[config.mk]
export PLATFORM = sky130hd
export DESIGN_NAME = dac_wave_player
export DESIGN_NICKNAME = d
export VERILOG_FILES = /design/src/rtl/dac_pkg.sv /design/src/rtl/dac_rate_div.sv /design/src/rtl/dac_wave_player.sv
export SDC_FILE = /design/constraint.sdc
export NUM_CORES = 1
export LEC_CHECK = 0
export BUFFER_PORTS_ARGS = -buffer_cell sky130_fd_sc_hd__buf_2
export CAP_MARGIN = 25
export CELL_PAD_IN_SITES_DETAIL_PLACEMENT = 0
export CELL_PAD_IN_SITES_GLOBAL_PLACEMENT = 2
export CORE_UTILIZATION = 36
export CTS_CLUSTER_DIAMETER = 120
export DETAILED_ROUTE_END_ITERATION = 6
export GPL_TIMING_DRIVEN = 0
export PLACE_DENSITY_LB_ADDON = 0.25
export SETUP_SLACK_MARGIN = 0.5
export SLEW_MARGIN = 20
export SYNTH_ARGS = -nofsm -noshare
export SYNTH_HDL_FRONTEND = slang
export SYNTH_SLANG_ARGS = --single-unit
[constraint.sdc]
create_clock -name clk -period 4.05 [get_ports clk]
set_input_delay 0.81 -clock clk [delete_from_list [all_inputs] [get_ports clk]]
set_output_delay 0.81 -clock clk [all_outputs]
set_load 0.02 [all_outputs]
[src/rtl/dac_pkg.sv]
// Shared types and constants for the DAC waveform playback sequencer.
package dac_pkg;

  localparam int unsigned DAC_ADDR_W  = 11;
  localparam int unsigned DAC_DATA_W  = 16;
  localparam int unsigned DAC_DIV_MIN = 2;

  typedef enum logic [1:0] {
    StIdle,
    StFetch,
    StLoad,
    StHold
  } dac_state_e;

endpackage

[src/rtl/dac_rate_div.sv]
// Reloadable sample-rate down-counter. The divider is clamped so that a
// FETCH+LOAD pair always fits inside one sample period.
module dac_rate_div
  import dac_pkg::*;
#(
  parameter int unsigned DIV_WIDTH = 16
) (
  input  logic                 clk,
  input  logic                 rst_n,
  input  logic                 enable,
  input  logic                 load,
  input  logic [DIV_WIDTH-1:0] div,
  output logic                 tick
);

  logic [DIV_WIDTH-1:0] div_clamped;
  logic [DIV_WIDTH-1:0] div_lat_q, div_lat_d;
  logic [DIV_WIDTH-1:0] cnt_q, cnt_d;

  always_comb begin
    div_clamped = (div < DIV_WIDTH'(DAC_DIV_MIN)) ? DIV_WIDTH'(DAC_DIV_MIN) : div;
  end

  always_comb begin
    div_lat_d = div_lat_q;
    cnt_d     = cnt_q;
    if (load) begin
      div_lat_d = div_clamped;
      cnt_d     = div_clamped;
    end else if (enable) begin
      cnt_d = (cnt_q == '0) ? div_lat_q : cnt_q - DIV_WIDTH'(1);
    end
  end

  always_ff @(posedge clk or negedge rst_n) begin
    if (!rst_n) begin
      div_lat_q <= DIV_WIDTH'(DAC_DIV_MIN);
      cnt_q     <= '0;
    end else begin
      div_lat_q <= div_lat_d;
      cnt_q     <= cnt_d;
    end
  end

  assign tick = enable && (cnt_q == '0);

endmodule

[src/rtl/dac_wave_player.sv]
// Playback sequencer: walks a RAM address window at a programmed rate and
// hands each sample to the DAC serializer over valid/ready.
module dac_wave_player
  import dac_pkg::*;
#(
  parameter int unsigned ADDR_WIDTH = DAC_ADDR_W,
  parameter int unsigned DATA_WIDTH = DAC_DATA_W,
  parameter int unsigned DIV_WIDTH  = 16
) (
  input  logic                  clk,
  input  logic                  rst_n,
  input  logic [ADDR_WIDTH-1:0] cfg_start_addr,
  input  logic [ADDR_WIDTH-1:0] cfg_end_addr,
  input  logic [DIV_WIDTH-1:0]  cfg_div,
  input  logic                  cfg_loop,
  input  logic                  cmd_start,
  input  logic                  cmd_stop,
  output logic [ADDR_WIDTH-1:0] ram_addr,
  output logic                  ram_we,
  input  logic [DATA_WIDTH-1:0] ram_dout,
  output logic [DATA_WIDTH-1:0] smp_data,
  output logic                  smp_valid,
  input  logic                  smp_ready,
  output logic                  busy,
  output logic                  done,
  output logic                  underrun
);

  dac_state_e state_q, state_d;

  logic [ADDR_WIDTH-1:0] ptr_q, ptr_d;
  logic [ADDR_WIDTH-1:0] start_q, start_d;
  logic [ADDR_WIDTH-1:0] end_q, end_d;
  logic                  loop_q, loop_d;
  logic                  last_q, last_d;
  logic [DATA_WIDTH-1:0] smp_data_q, smp_data_d;
  logic                  smp_valid_q, smp_valid_d;
  logic                  done_q, done_d;
  logic                  underrun_q, underrun_d;

  logic tick;
  logic start_accept;
  logic unaccepted;
  logic at_end;

  assign start_accept = (state_q == StIdle) && cmd_start && !cmd_stop;
  // A sample handed over in the very cycle of the tick counts as accepted.
  assign unaccepted   = smp_valid_q && !smp_ready;
  assign at_end       = (ptr_q == end_q);

  dac_rate_div #(
    .DIV_WIDTH (DIV_WIDTH)
  ) u_rate_div (
    .clk    (clk),
    .rst_n  (rst_n),
    .enable (busy),
    .load   (start_accept),
    .div    (cfg_div),
    .tick   (tick)
  );

  always_ff @(posedge clk or negedge rst_n) begin
    if (!rst_n) begin
      state_q <= StIdle;
    end else begin
      state_q <= state_d;
    end
  end

  always_comb begin
    state_d = state_q;
    unique case (state_q)
      StIdle:  if (start_accept) state_d = StFetch;
      StFetch: state_d = StLoad;
      StLoad:  state_d = StHold;
      StHold: begin
        if (tick && !unaccepted) begin
          state_d = last_q ? StIdle : StFetch;
        end
      end
      default: state_d = StIdle;
    endcase
    if (cmd_stop) begin
      state_d = StIdle;
    end
  end

  always_comb begin
    ptr_d       = ptr_q;
    start_d     = start_q;
    end_d       = end_q;
    loop_d      = loop_q;
    last_d      = last_q;
    smp_data_d  = smp_data_q;
    smp_valid_d = smp_valid_q;
    done_d      = 1'b0;
    underrun_d  = 1'b0;
    unique case (state_q)
      StIdle: begin
        if (start_accept) begin
          ptr_d   = cfg_start_addr;
          start_d = cfg_start_addr;
          end_d   = cfg_end_addr;
          loop_d  = cfg_loop;
          last_d  = 1'b0;
        end
      end
      StFetch: ;
      StLoad: begin
        smp_data_d  = ram_dout;
        smp_valid_d = 1'b1;
        last_d      = at_end && !loop_q;
        ptr_d       = at_end ? start_q : ptr_q + ADDR_WIDTH'(1);
      end
      StHold: begin
        if (smp_valid_q && smp_ready) begin
          smp_valid_d = 1'b0;
        end
        if (tick) begin
          if (unaccepted) begin
            underrun_d = 1'b1;
          end else if (last_q) begin
            done_d = 1'b1;
          end
        end
      end
      default: ;
    endcase
    if (cmd_stop) begin
      smp_valid_d = 1'b0;
      done_d      = 1'b0;
      underrun_d  = 1'b0;
    end
  end

  always_ff @(posedge clk or negedge rst_n) begin
    if (!rst_n) begin
      ptr_q       <= '0;
      start_q     <= '0;
      end_q       <= '0;
      loop_q      <= 1'b0;
      last_q      <= 1'b0;
      smp_data_q  <= '0;
      smp_valid_q <= 1'b0;
      done_q      <= 1'b0;
      underrun_q  <= 1'b0;
    end else begin
      ptr_q       <= ptr_d;
      start_q     <= start_d;
      end_q       <= end_d;
      loop_q      <= loop_d;
      last_q      <= last_d;
      smp_data_q  <= smp_data_d;
      smp_valid_q <= smp_valid_d;
      done_q      <= done_d;
      underrun_q  <= underrun_d;
    end
  end

  assign ram_addr  = ptr_q;
  assign ram_we    = 1'b0;
  assign smp_data  = smp_data_q;
  assign smp_valid = smp_valid_q;
  assign busy      = (state_q != StIdle);
  assign done      = done_q;
  assign underrun  = underrun_q;

endmodule

Word-level counts from Yosys, hierarchy flattened
Index checks and enable logic that the tools add are counted.
W data, S select, Z words.
{"block": "totals", "regBits": 88, "elab_cells": 70}
{"block": "classes", "add_sub_neg": 2, "magnitude_cmp": 1, "n_eq_ne": 8, "n_mux": 26, "reduce_logical": 21}
{"operator": "$mux W16", "count": 4}
{"operator": "$mux W11", "count": 2}
{"operator": "$pmux W11 S2", "count": 1}
{"operator": "$logic_not A16 Y1", "count": 1}
{"operator": "$lt A16 B2 Y1 const B", "count": 1}
{"operator": "$sub A16 B1 Y16 const B", "count": 1}
{"operator": "$mux W1", "count": 13}
{"operator": "$add A11 B1 Y11 const B", "count": 1}
{"operator": "$eq A11 B11 Y1", "count": 1}
{"operator": "$ne A3 B3 Y1 const B", "count": 3}
{"operator": "$pmux W2 S4", "count": 1}
{"operator": "$reduce_and A2 Y1", "count": 4}
{"operator": "$logic_and A1 B1 Y1", "count": 7}
{"operator": "$mux W2", "count": 3}
{"operator": "$reduce_bool A2 Y1", "count": 3}
{"operator": "$eq A2 B2 Y1 const B", "count": 2}
{"operator": "$logic_not A1 Y1", "count": 4}
{"operator": "$pmux W1 S2", "count": 2}
{"operator": "$reduce_bool A3 Y1", "count": 1}
{"operator": "$eq A2 B1 Y1 const B", "count": 1}
{"operator": "$logic_not A2 Y1", "count": 1}
{"operator": "$ne A2 B2 Y1 const B", "count": 1}

Longest topological paths before layout
{"block": "depth", "ltp_word": 7, "mapped_depth": 9}

By module
A second synthesis with hierarchy kept.
{"block": "unflattened", "hier_cells": 495, "area_unflattened_um2": 4635.7}
{"module": "dac_wave_player", "n_inst": 1, "cells_each": 281, "area_per_inst_um2": 2741.4, "seq_area_each_um2": 1401.3}
{"module": "dac_rate_div", "n_inst": 1, "cells_each": 214, "area_per_inst_um2": 1894.3, "seq_area_each_um2": 802.0}

Worst setup path after synthesis
No wires, ideal clock.
{"block": "synth_timing", "kind": "flip-flop to output port", "startpoint": "register state_q[0]", "endpoint": "output port busy", "arrival_ps": 1286, "required_time_ps": 3240, "slack_ps": 1954, "path_stages_with_launch": 6, "path_buffers": 2, "path_cell_list": "dfrtp_1 -> inv_1 -> ha_1 -> buf_2 -> inv_2 -> clkbuf_1"}
{"block": "synth_between", "elab_chain_len": 1}
{"item": "from (decl)", "line": "dac_wave_player.sv:29", "rtl": "dac_state_e state_q, state_d;"}
{"item": "from (signal assigned)", "line": "dac_wave_player.sv:64", "rtl": "state_q <= StIdle;"}
{"item": "from (signal assigned)", "line": "dac_wave_player.sv:66", "rtl": "state_q <= state_d;"}
{"item": "$reduce_bool A2 Y1", "line": "dac_wave_player.sv:164", "rtl": "assign busy = (state_q != StIdle);"}
{"item": "to (decl)", "line": "dac_wave_player.sv:24", "rtl": "output logic busy,"}
Every way passes these cells.

Worst setup path after layout
Ends and elaborated chain as after synthesis.

==> metrics.md <==
| Metric | Value |
|---|---|
| Die area | `between 0.01 and 0.015 sq mm` |
| Static leakage | `2.77 nW` |
| FF-to-FF setup slack | `roughly 1.6 ns` |
| Layout Utilization | `~45%` |
| Cell row count | `just over 40` |
| Sum Neg Setup Slack | `0 ns` |
| R2R Path Start | `state_q[0]` |
| Total gr overflow | `0` |
| Total of max-cap violations | `0` |
| Setup violators final | `0` |
| Routability cong. | `approximately 0.84` |
| CTS tree | `yes` |
| First-pass GRT wire length | `about 22000 microns` |
| Wl on met1 | `between 6000 and 7000 microns` |
| Status | `complete, no violations` |
| Vias | `4150` |
| Area growth syn-to-layout | `21.5%` |
| Die Wd | `between 100 and 150 microns` |
| Switching power | `~1.8 mW` |
| Num CTS Buffers | `9` |
| Final instance area | `0.00572 sq mm` |
| Clk sinks | `a little under 90` |
| WP data arrival | `between 2 and 2.5 ns` |
| Main flop type after synthesis | `dfrtp_1` |
| H-tree depth | `3` |
| Avg WL per Cell | `17.3 microns` |
| Port Buf Inserts | `90` |
| Number of global-route vias before repair | `about 4000` |
| DR pass1 iterations | `5` |
| Root buf cell | `clkbuf_16` |
| Warnings, synthesis | `0` |
| Core area | `~0.013 sq mm` |
| DR WL met3 | `roughly 490 microns` |
| Period utilization | `75.0%` |
| Post_cts resized | `0` |
| Commonest non-fill, non-tap cell in the layout | `nand2_1` |
| Post-route insts no fill | `~790` |
| Logic pwr share | `about 41%` |
| Ant diodes | `0` |
| Crit path cell chain | `inv_1 -> ha_1 -> buf_2 -> inv_2 -> clkbuf_1 -> buf_2` |
| Cell variety after synth | `between 60 and 70` |
| Synth Cell Area | `roughly 0.0047 sq mm` |
| Fmax | `about 330 MHz` |
| CP most frequent cell | `buf_2` |
| Clock Skews | `between 0.01 and 0.015 ns` |
| DP Area | `between 0.005 and 0.006 sq mm` |
| RSZ-0062 raised after global routing | `false` |
| Reg2reg path depth | `9` |
| Most frequent cells in the layout | `140 x nand2_1, 95 x buf_2, 87 x dfrtp_1` |
| Fin. Hold Viols | `0` |
| Worst-skew pair later-pin latency | `between 0.3 and 0.4 ns` |
| Post-synth EDFFs | `0` |
| Avg Inst Size Synth | `a little over 9 sq um` |
| Final #Nets | `a little under 700` |
| Sequential fraction of the synthesis area | `about 47%` |
| Max-slew violation count | `0` |
| Switching Fraction | `a little over two fifths` |
| Worst slew margin | `roughly 50%` |
| DRC | `0` |
| Slowest-stage cell, CP | `clkbuf_1` |
| Share of layout cells above drive strength 1 | `around a quarter` |
| Post-synthesis cell count | `513` |
| CP Capture Type | `output port` |
| Slew @ Worst Pin | `about 0.75 ns` |
| Net Count, Synth | `579` |
| CTS max path bufs | `2` |
| Largest stage delay on the critical path | `roughly 0.55 ns` |
| CP bufs+invs | `5` |
| Dpl cells | `just under 800` |
| Pwr dens | `between 700 and 800 mW/mm^2` |
| Async SR Flop Fraction | `between 90% and 100%` |
| DRT Wirelength | `13700 microns` |
| Met2 wire length | `roughly 6800 microns` |
| Hold Crit Class | `in2async` |
| Die Ht | `between 100 and 150 microns` |
| Total track usage | `22.0%` |
| Postcts setup bufs | `0` |
| Startpoint Class | `register` |
| CP delay by family, top | `buffers and inverters` |
| CP Data Required Time | `approximately 3.2 ns` |
| Critical path type | `reg2out` |
| Critical Path Fanout Max | `10` |
| Via density | `5.24` |
| Tmin final | `3.04 ns` |
| Worst vdd ir | `roughly 400 uV` |
| Pint | `approximately 2.5 mW` |
| Post-DP HPWL | `about 10000 microns` |
| Detailed router's first-iteration violation count | `241` |
| Initial antenna violation count | `0` |
| Initial core utilization | `about 37%` |
| Hold buffers post-CTS | `0` |
| DRT antenna net count | `0` |
| Post-synthesis register bit count | `88` |
| Largest net degree at the start of global routing | `75` |
| Clock share of power | `about a fifth` |
| Clock slew at reported path FFs | `0.07 ns` |
| Register share of total power | `about 38%` |
| Io pins | `92` |
| Reg2Reg Capture Point | `loop_q` |
| Top Layer Used | `met4` |
[how the worst max path moves through the flow]
stage	slack (ns)	start	endpoint	depth (start not counted)
2_1_floorplan	1.95	state_q[0]	busy	5
3_3_place_gp	1.23	rst_n	start_q[3]	1
3_5_place_dp	1.27	cmd_stop	start_q[6]	7
4_1_cts	0.93	state_q[0]	busy	6
5_1_grt	0.85	state_q[0]	busy	6
6_report	1.01	state_q[0]	busy	6
[metal layers]
metal	vias to the layer above	global-route usage, %
met5	-	0
met4	0	7.44
met3	13	4.20
met2	96	37.6
li1	1986	-
met1	2055	28.0
[power by group through the flow]
stage               Combinational [mW]  Clock (mW)  Sequential, mW
floorplan                         1.10           0            1.71
global placement                  1.75           0            1.62
detailed placement                1.79           0            1.63
CTS                               1.79       0.916            1.62
global route                      1.97       0.947            1.68
finish                            1.77       0.895            1.62
[logic make-up after synthesis]
kind of cell	after synthesis	share of synthesized area [%]
other	1	0.0796
adders and majority gates	6	1.59
DFF	88	46.8
AOI/OAI and AO/OA	96	13.8
and+or+nand+nor	217	21.4
muxes	34	7.76
buffers and inverters	47	4.06
xor gates and xnor gates	24	4.46
[synth_stat cells, drive strengths merged (3+ instances only)]
library cell / count / share of area, %
ha: 6 / 1.6
clkbuf: 20 / 1.6
o22ai: 6 / 0.80
nor4: 10 / 1.8
a22o: 9 / 1.7
nor2: 18 / 1.4
dfrtp: 87 / 46
o21ai: 25 / 2.7
nand3b: 3 / 0.48
mux2i: 14 / 3.0
xnor2: 10 / 1.9
xor2: 14 / 2.6
and3: 5 / 0.66
nand3: 8 / 0.85
nand2: 141 / 11
buf: 10 / 1.1
a31oi: 9 / 1.2
and2: 3 / 0.43
nor2b: 3 / 0.40
nand2b: 4 / 0.53
o211ai: 5 / 0.80
mux2: 20 / 4.8
nor3: 7 / 0.74
a221oi: 3 / 0.69
a22oi: 9 / 1.4
a21oi: 13 / 1.4
nand4: 6 / 1.1
inv: 17 / 1.4
[per-stage QoR]
stage | hold slack (ns) | total power [mW] | worst slack, ns
finish | 0.276 | 4.29 | 1.01
global route | 0.280 | 4.60 | 0.846
CTS | 0.270 | 4.33 | 0.932
detailed placement | 0.464 | 3.42 | 1.27
global placement | 0.457 | 3.36 | 1.23
floorplan | 0.439 | 2.81 | 1.95
[cell type report]
cell class,instances,area (sq um)
Clock buffer,9,225
Tap cell,172,215
Sequential cell,88,2200
Multi-Input combinational cell,378,2310
Inverter,17,63.8
Timing Repair Buffer,91,484
Clock inverter,7,88.8
Buffer,30,128
Fill cell,1313,6950
[registers in the layout, indices dropped and copies added, names as in the netlist]
register / cells
state_q: 2
loop_q: 1
u_rate_div.div_lat_q: 16
end_q: 11
ram_addr: 11
underrun: 1
u_rate_div.cnt_q: 16
smp_valid: 1
last_q: 1
done: 1
smp_data: 16
start_q: 11
Power figures use the tool's default switching activity.
